==> src/rtl/periph_bus_timeout_guard_pkg.sv <==
// Shared cluster peripheral-bus definitions: guard FSM states, default error
// payload and request/response bundle types at the default bus widths.
package periph_bus_timeout_guard_pkg;

    typedef enum logic [2:0] {
        ST_IDLE,
        ST_WAIT_GNT,
        ST_WAIT_RSP,
        ST_ERR_RSP,
        ST_ORPHAN
    } guard_state_e;

    localparam logic [31:0] ERR_DATA_DEFAULT = 32'hBADACCE5;

    localparam int unsigned PERIPH_ADDR_W = 32;
    localparam int unsigned PERIPH_DATA_W = 32;
    localparam int unsigned PERIPH_BE_W   = PERIPH_DATA_W / 8;
    localparam int unsigned PERIPH_ID_W   = 5;

    typedef struct packed {
        logic                     req;
        logic [PERIPH_ADDR_W-1:0] add;
        logic                     wen;
        logic [PERIPH_DATA_W-1:0] wdata;
        logic [PERIPH_BE_W-1:0]   be;
        logic [PERIPH_ID_W-1:0]   id;
    } periph_req_t;

    typedef struct packed {
        logic                     r_valid;
        logic                     r_opc;
        logic [PERIPH_DATA_W-1:0] r_rdata;
        logic [PERIPH_ID_W-1:0]   r_id;
    } periph_rsp_t;

    // Enough bits to hold the terminal count itself.
    function automatic int unsigned cnt_width(input int unsigned tc);
        return $clog2(tc + 1);
    endfunction

endpackage

==> src/rtl/periph_bus_timeout_guard_timeout_counter.sv <==
// Wait-cycle counter for the timeout guard: synchronous clear, count enable
// and terminal-count flag at TimeoutCycles-1.
module periph_bus_timeout_guard_timeout_counter
    import periph_bus_timeout_guard_pkg::*;
#(
    parameter int unsigned TimeoutCycles = 256
) (
    input  logic clk_i,
    input  logic rst_ni,
    input  logic clr_i,
    input  logic en_i,
    output logic tc_o
);

    localparam int unsigned CntW = cnt_width(TimeoutCycles);

    if (TimeoutCycles < 2) begin : g_bad_timeout
        $error("TimeoutCycles must be at least 2");
    end

    logic [CntW-1:0] cnt_q, cnt_d;

    always_comb begin
        cnt_d = cnt_q;
        if (clr_i) begin
            cnt_d = '0;
        end else if (en_i) begin
            cnt_d = cnt_q + CntW'(1);
        end
    end

    always_ff @(posedge clk_i or negedge rst_ni) begin
        if (!rst_ni) begin
            cnt_q <= '0;
        end else begin
            cnt_q <= cnt_d;
        end
    end

    assign tc_o = (cnt_q == CntW'(TimeoutCycles - 1));

endmodule

==> src/rtl/periph_bus_timeout_guard.sv <==
// Peripheral-bus timeout guard: transparent for one outstanding transaction,
// fabricates an error response when grant or response never arrives.
module periph_bus_timeout_guard
    import periph_bus_timeout_guard_pkg::*;
#(
    parameter int unsigned AddrWidth     = 32,
    parameter int unsigned DataWidth     = 32,
    parameter int unsigned IdWidth       = 5,
    parameter int unsigned TimeoutCycles = 256,
    parameter logic [DataWidth-1:0] ErrData = DataWidth'(ERR_DATA_DEFAULT),
    localparam int unsigned BeWidth      = DataWidth / 8
) (
    input  logic                 clk_i,
    input  logic                 rst_ni,
    input  logic                 enable_i,

    input  logic                 slv_req_i,
    input  logic [AddrWidth-1:0] slv_add_i,
    input  logic                 slv_wen_i,
    input  logic [DataWidth-1:0] slv_wdata_i,
    input  logic [BeWidth-1:0]   slv_be_i,
    input  logic [IdWidth-1:0]   slv_id_i,
    output logic                 slv_gnt_o,
    output logic                 slv_r_valid_o,
    output logic                 slv_r_opc_o,
    output logic [DataWidth-1:0] slv_r_rdata_o,
    output logic [IdWidth-1:0]   slv_r_id_o,

    output logic                 mst_req_o,
    output logic [AddrWidth-1:0] mst_add_o,
    output logic                 mst_wen_o,
    output logic [DataWidth-1:0] mst_wdata_o,
    output logic [BeWidth-1:0]   mst_be_o,
    output logic [IdWidth-1:0]   mst_id_o,
    input  logic                 mst_gnt_i,
    input  logic                 mst_r_valid_i,
    input  logic                 mst_r_opc_i,
    input  logic [DataWidth-1:0] mst_r_rdata_i,
    input  logic [IdWidth-1:0]   mst_r_id_i,

    output logic                 timeout_o,
    output logic [AddrWidth-1:0] timeout_addr_o,
    output logic                 spurious_o
);

    guard_state_e         state_q, state_d;
    logic [AddrWidth-1:0] addr_q, addr_d;
    logic [IdWidth-1:0]   id_q, id_d;
    logic [AddrWidth-1:0] timeout_addr_q, timeout_addr_d;
    logic                 timeout_q, spurious_q, spurious_d;
    logic                 dis_outst_q, dis_outst_d;
    logic                 timeout_evt;
    logic                 cnt_clr, cnt_en, cnt_tc;
    logic                 rsp_expected;

    assign mst_add_o   = slv_add_i;
    assign mst_wen_o   = slv_wen_i;
    assign mst_wdata_o = slv_wdata_i;
    assign mst_be_o    = slv_be_i;
    assign mst_id_o    = slv_id_i;

    assign cnt_clr = (state_d != state_q);
    assign cnt_en  = (state_q == ST_WAIT_GNT) || (state_q == ST_WAIT_RSP) ||
                     (state_q == ST_ORPHAN);

    periph_bus_timeout_guard_timeout_counter #(
        .TimeoutCycles (TimeoutCycles)
    ) i_timeout_counter (
        .clk_i  (clk_i),
        .rst_ni (rst_ni),
        .clr_i  (cnt_clr),
        .en_i   (cnt_en),
        .tc_o   (cnt_tc)
    );

    always_comb begin
        state_d       = state_q;
        addr_d        = addr_q;
        id_d          = id_q;
        timeout_evt   = 1'b0;
        mst_req_o     = slv_req_i;
        slv_gnt_o     = mst_gnt_i;
        slv_r_valid_o = 1'b0;
        slv_r_opc_o   = mst_r_opc_i;
        slv_r_rdata_o = mst_r_rdata_i;
        slv_r_id_o    = mst_r_id_i;

        if (!enable_i) begin
            // Disabled: bus fully transparent, responses forwarded untouched.
            state_d       = ST_IDLE;
            slv_r_valid_o = mst_r_valid_i;
        end else begin
            unique case (state_q)
                ST_IDLE: begin
                    if (slv_req_i) begin
                        addr_d  = slv_add_i;
                        id_d    = slv_id_i;
                        state_d = mst_gnt_i ? ST_WAIT_RSP : ST_WAIT_GNT;
                    end
                end
                ST_WAIT_GNT: begin
                    if (!slv_req_i) begin
                        state_d = ST_IDLE;
                    end else if (mst_gnt_i) begin
                        state_d = ST_WAIT_RSP;
                    end else if (cnt_tc) begin
                        mst_req_o   = 1'b0;
                        slv_gnt_o   = 1'b1;
                        timeout_evt = 1'b1;
                        state_d     = ST_ERR_RSP;
                    end
                end
                ST_WAIT_RSP: begin
                    mst_req_o = 1'b0;
                    slv_gnt_o = 1'b0;
                    if (mst_r_valid_i) begin
                        slv_r_valid_o = 1'b1;
                        state_d       = ST_IDLE;
                    end else if (cnt_tc) begin
                        slv_r_valid_o = 1'b1;
                        slv_r_opc_o   = 1'b1;
                        slv_r_rdata_o = ErrData;
                        slv_r_id_o    = id_q;
                        timeout_evt   = 1'b1;
                        state_d       = ST_ORPHAN;
                    end
                end
                ST_ERR_RSP: begin
                    mst_req_o     = 1'b0;
                    slv_gnt_o     = 1'b0;
                    slv_r_valid_o = 1'b1;
                    slv_r_opc_o   = 1'b1;
                    slv_r_rdata_o = ErrData;
                    slv_r_id_o    = id_q;
                    state_d       = ST_IDLE;
                end
                ST_ORPHAN: begin
                    mst_req_o = 1'b0;
                    slv_gnt_o = 1'b0;
                    if (mst_r_valid_i || cnt_tc) begin
                        state_d = ST_IDLE;
                    end
                end
                default: state_d = ST_IDLE;
            endcase
        end
    end

    // In disabled mode the FSM sits in IDLE, so a one-bit tracker stands in
    // for it to tell a legitimate response from a spurious one.
    always_comb begin
        dis_outst_d = 1'b0;
        if (!enable_i) begin
            dis_outst_d = (slv_req_i && mst_gnt_i) ||
                          ((dis_outst_q || (state_q == ST_WAIT_RSP) ||
                            (state_q == ST_ORPHAN)) && !mst_r_valid_i);
        end
    end

    assign rsp_expected   = (state_q == ST_WAIT_RSP) || (state_q == ST_ORPHAN) ||
                            dis_outst_q;
    assign spurious_d     = mst_r_valid_i && !rsp_expected;
    assign timeout_addr_d = timeout_evt ? addr_q : timeout_addr_q;

    always_ff @(posedge clk_i or negedge rst_ni) begin
        if (!rst_ni) begin
            state_q        <= ST_IDLE;
            addr_q         <= '0;
            id_q           <= '0;
            timeout_addr_q <= '0;
            timeout_q      <= 1'b0;
            spurious_q     <= 1'b0;
            dis_outst_q    <= 1'b0;
        end else begin
            state_q        <= state_d;
            addr_q         <= addr_d;
            id_q           <= id_d;
            timeout_addr_q <= timeout_addr_d;
            timeout_q      <= timeout_evt;
            spurious_q     <= spurious_d;
            dis_outst_q    <= dis_outst_d;
        end
    end

    assign timeout_o      = timeout_q;
    assign timeout_addr_o = timeout_addr_q;
    assign spurious_o     = spurious_q;

endmodule
==> config.mk <==
export PLATFORM = sky130hd
export DESIGN_NAME = periph_bus_timeout_guard
export DESIGN_NICKNAME = d
export VERILOG_FILES = /design/src/rtl/periph_bus_timeout_guard_pkg.sv /design/src/rtl/periph_bus_timeout_guard_timeout_counter.sv /design/src/rtl/periph_bus_timeout_guard.sv
export SDC_FILE = /design/constraint.sdc
export NUM_CORES = 1
export LEC_CHECK = 0
export BUFFER_PORTS_ARGS = -buffer_cell sky130_fd_sc_hd__buf_2
export CORE_MARGIN = 2
export CORE_UTILIZATION = 43
export CTS_BUF_LIST = sky130_fd_sc_hd__clkbuf_16
export DETAILED_ROUTE_END_ITERATION = 7
export PLACE_DENSITY = 0.83
export REMOVE_ABC_BUFFERS = 1
export SYNTH_ARGS = -nofsm -noshare
export SYNTH_HDL_FRONTEND = slang
export SYNTH_HIERARCHICAL = 1
export SYNTH_SLANG_ARGS = --single-unit
==> constraint.sdc <==
create_clock -name clk_i -period 3.8 [get_ports clk_i]
set_clock_uncertainty 0.15 [all_clocks]
set_input_delay 0.95 -clock clk_i [delete_from_list [all_inputs] [get_ports clk_i]]
set_output_delay 0.95 -clock clk_i [all_outputs]
set_load 0.005 [all_outputs]
==> impl_metrics.toml <==
[pwr]
power_density_nw_per_um2 = 419
ir_drop_uv = 254
total_power_mw = 2.18
leakagePower_nw = 2.74

[route]
wirelength_um = 10700
routedWlPerCell_um = 17.3
vias_per_cell = 5.01
drc = 0
drtPass1Iterations = 4
drt_first_iter_violations = 174
antenna_left = 0
route.vias.total = 3099

[place]
dp_hpwl_um = 7750
portBuffers = 192
place_ws_ns = 0.469
gp_congestion = 0.787

[floorplanning]
initial_core_util_pct = 44.7
ios = 267
core-area_um2 = 9860
die_w_um = 105
rows = 36
dieArea_um2 = 11100
fp.dieH_um = 105

[layout]
fin_nets = 600
drive_gt1_share_pct = 60.8
diodes = 0
fillCellCount = 854
area_delta_synth_final_pct = 18.2

[sta]
layout_setup_ws_ns = 0.277
rsz0062_at_grt = "no"
finalHoldViolCount = 0
slew_headroom_pct = 28.3
fin_crit_sh_pct = 92.7
max_slew.worst_pin.slew_ns = 1.08
final_max_slew_viol_count = 0
period_minus_slack_ns = 3.52
setup_viol = 0
max_freq_mhz = 284

[yosys]
synth_top_family_by_area = "multiplexers"
synth_warnings = 6
synthArstFlopShare_pct = 100
synth_edf_count = 0
synth_compound_area_share_pct = 4.17
synth_top_area_share_pct = 47.7
post-synth-top-count-cell = "dfrtp_1"
yosys.area.top_type = "dfrtp_1"
synthMuxAreaShare_pct = 19.6
syn_avg_cell_area_um2 = 12.0
ys_seq_area_share_pct = 47.7
synth_area_leaders = "dfrtp_1, mux2_2, buf_4, nand2b_1, and2_1"
synth.distinct_cells = 43
yosys.area_share.simple_pct = 10.4
ys.flop_type = "dfrtp_1"
syn-instance-count = 366
synth_fa_ha_area_share_pct = 0.568
synth_common_cells = "dfrtp_1, buf_4, mux2_2"
ys_seq_elements = 84
synth_area_um2 = 4410
synth_xor_xnor_area_share_pct = 1.19

[critical_path]
cp_max_fo = 26
r2r_start = "i_timeout_counter/cnt_q[0]"
crit_start = "i_timeout_counter/cnt_q[0]"
cp-endpoint = "slv_r_id_o[0]"
end_kind = "output pin"
reg2reg_to = "i_timeout_counter/cnt_q[8]"
rrSetupSlack_ns = 1.27
cp_data_required_time_ns = 2.70
worstPathArrival_ns = 2.42
r2r_cells = 8
crit_type = "register to output pin"
crit_path_start_kind = "register"

[clocking]
cts_buffer_depth = 2
cts_htree_levels = 3
cts_setup_buffers = 0
cts_tree = "yes"
clk_pin_slew_worst_paths_ns = 0.06
clock_latency_ns = 0.33
cts_sinks = 84
cts-buffers-inserted = 9
cts_root_buf = "clkbuf_16"

[run]
cap_violations = 0

[global_routing]
antenna_found_initial = 0
grt_pass1_vias = 3074
gr-usage-all-layers_pct = 19.3
overflow = 0
grt_pass1_wl_um = 16400
grt_max_degree = 85

[worst_hold_path]
min_path_type = "register to register"

[run_status]
status = "complete, no violations"
-- where the power goes --
group	switching (mW)	total, mW	internal, mW
registers	0.0483	1.03	0.982
logic	0.115	0.271	0.156
clock network	0.367	0.880	0.513
-- worst max-delay path, cell delays in order (launching register included) --
cell and delay [ns]:
dfrtp_1 0.41, ha_1 0.25, nand3_1 0.09, nor2_1 0.04, ha_2 0.24, nor2b_1 0.15
o211ai_1 0.19, buf_6 0.23, mux2_2 0.35, buf_2 0.13
-- metal layers --
layer | global-route usage (%) | vias up | part of all wire [%]
li1 | - | 1396 | -
met1 | 21.6 | 1490 | 38
met2 | 30.5 | 201 | 47
met3 | 11.1 | 12 | 14
met4 | 6.76 | 0 | 1.3
met5 | 1.90 | - | 0
-- cells in the final DEF (no fill, tap or decap), types with 2 or more instances in the layout --
cell type	count
inv_6	2
o31ai_1	3
o21ai_0	7
buf_4	2
clkbuf_16	9
or3_1	4
mux2_2	71
a21oi_1	5
xor2_1	5
nand2_1	3
or3b_2	2
nand4_1	3
dfrtp_1	84
nor2_1	10
clkinvlp_4	2
inv_1	9
nand3_1	5
mux2i_1	2
mux2_4	3
buf_2	191
and2_1	14
buf_12	2
nand2b_1	22
-- repair_timing --
action / 4_1_cts / 5_1_grt
hold buffers: 0 / 0
setup endpoints to repair: 0 / 12
resized for setup: 0 / 2
-- layout make-up --
type	instances	area, um2	share of cell area (%)
flip-flops and latches	84	2100	40.3
multi-input cells	181	1590	30.5
repair buffers	196	1020	19.6
clock buffers	9	225	4.32
well taps	133	166	3.19
clock inverters	7	75.1	1.44
inverters	8	30.0	0.576
-- cell families after synthesis --
| kind of cell | after synthesis |
|---|---|
| buffers and inverters | 101 |
| multiplexers | 76 |
| flip-flops | 84 |
| adder cells (fa/ha/maj) | 2 |
| AND/OR/NAND/NOR | 71 |
| XOR/XNOR | 6 |
| AO/OA/AOI/OAI | 26 |
-- through the flow --
stage	hold WS, ns	utilization (%)	instances	instance area [um2]	TNS (ns)
after floorplan	0.327	-	273	3720	-1.71
after global placement	0.334	49.7	602	4900	0
after detailed placement	0.338	49.7	602	4900	0
after CTS	0.354	52.8	618	5200	0
after global routing	0.362	52.8	618	5210	0
final	0.351	52.8	618	5210	0
-- flip-flops by register name, indices dropped and copies added, names as in the netlist --
signal	flops
timeout_addr_o	32
dis_outst_q	1
state_q	3
timeout_o	1
i_timeout_counter/cnt_q	9
spurious_o	1
addr_q	32
id_q	5
-- worst min path at each step --
| stage | from | to | cells after the start |
|---|---|---|---|
| 2_1_floorplan | addr_q[0] | addr_q[0] | 1 |
| 3_5_place_dp | timeout_addr_o[27] | timeout_addr_o[27] | 1 |
| 6_report | timeout_addr_o[0] | timeout_addr_o[0] | 1 |
| 5_1_grt | timeout_addr_o[11] | timeout_addr_o[11] | 1 |
| 3_3_place_gp | addr_q[21] | timeout_addr_o[21] | 1 |
| 4_1_cts | timeout_addr_o[0] | timeout_addr_o[0] | 1 |
Power figures use the tool's default switching activity.
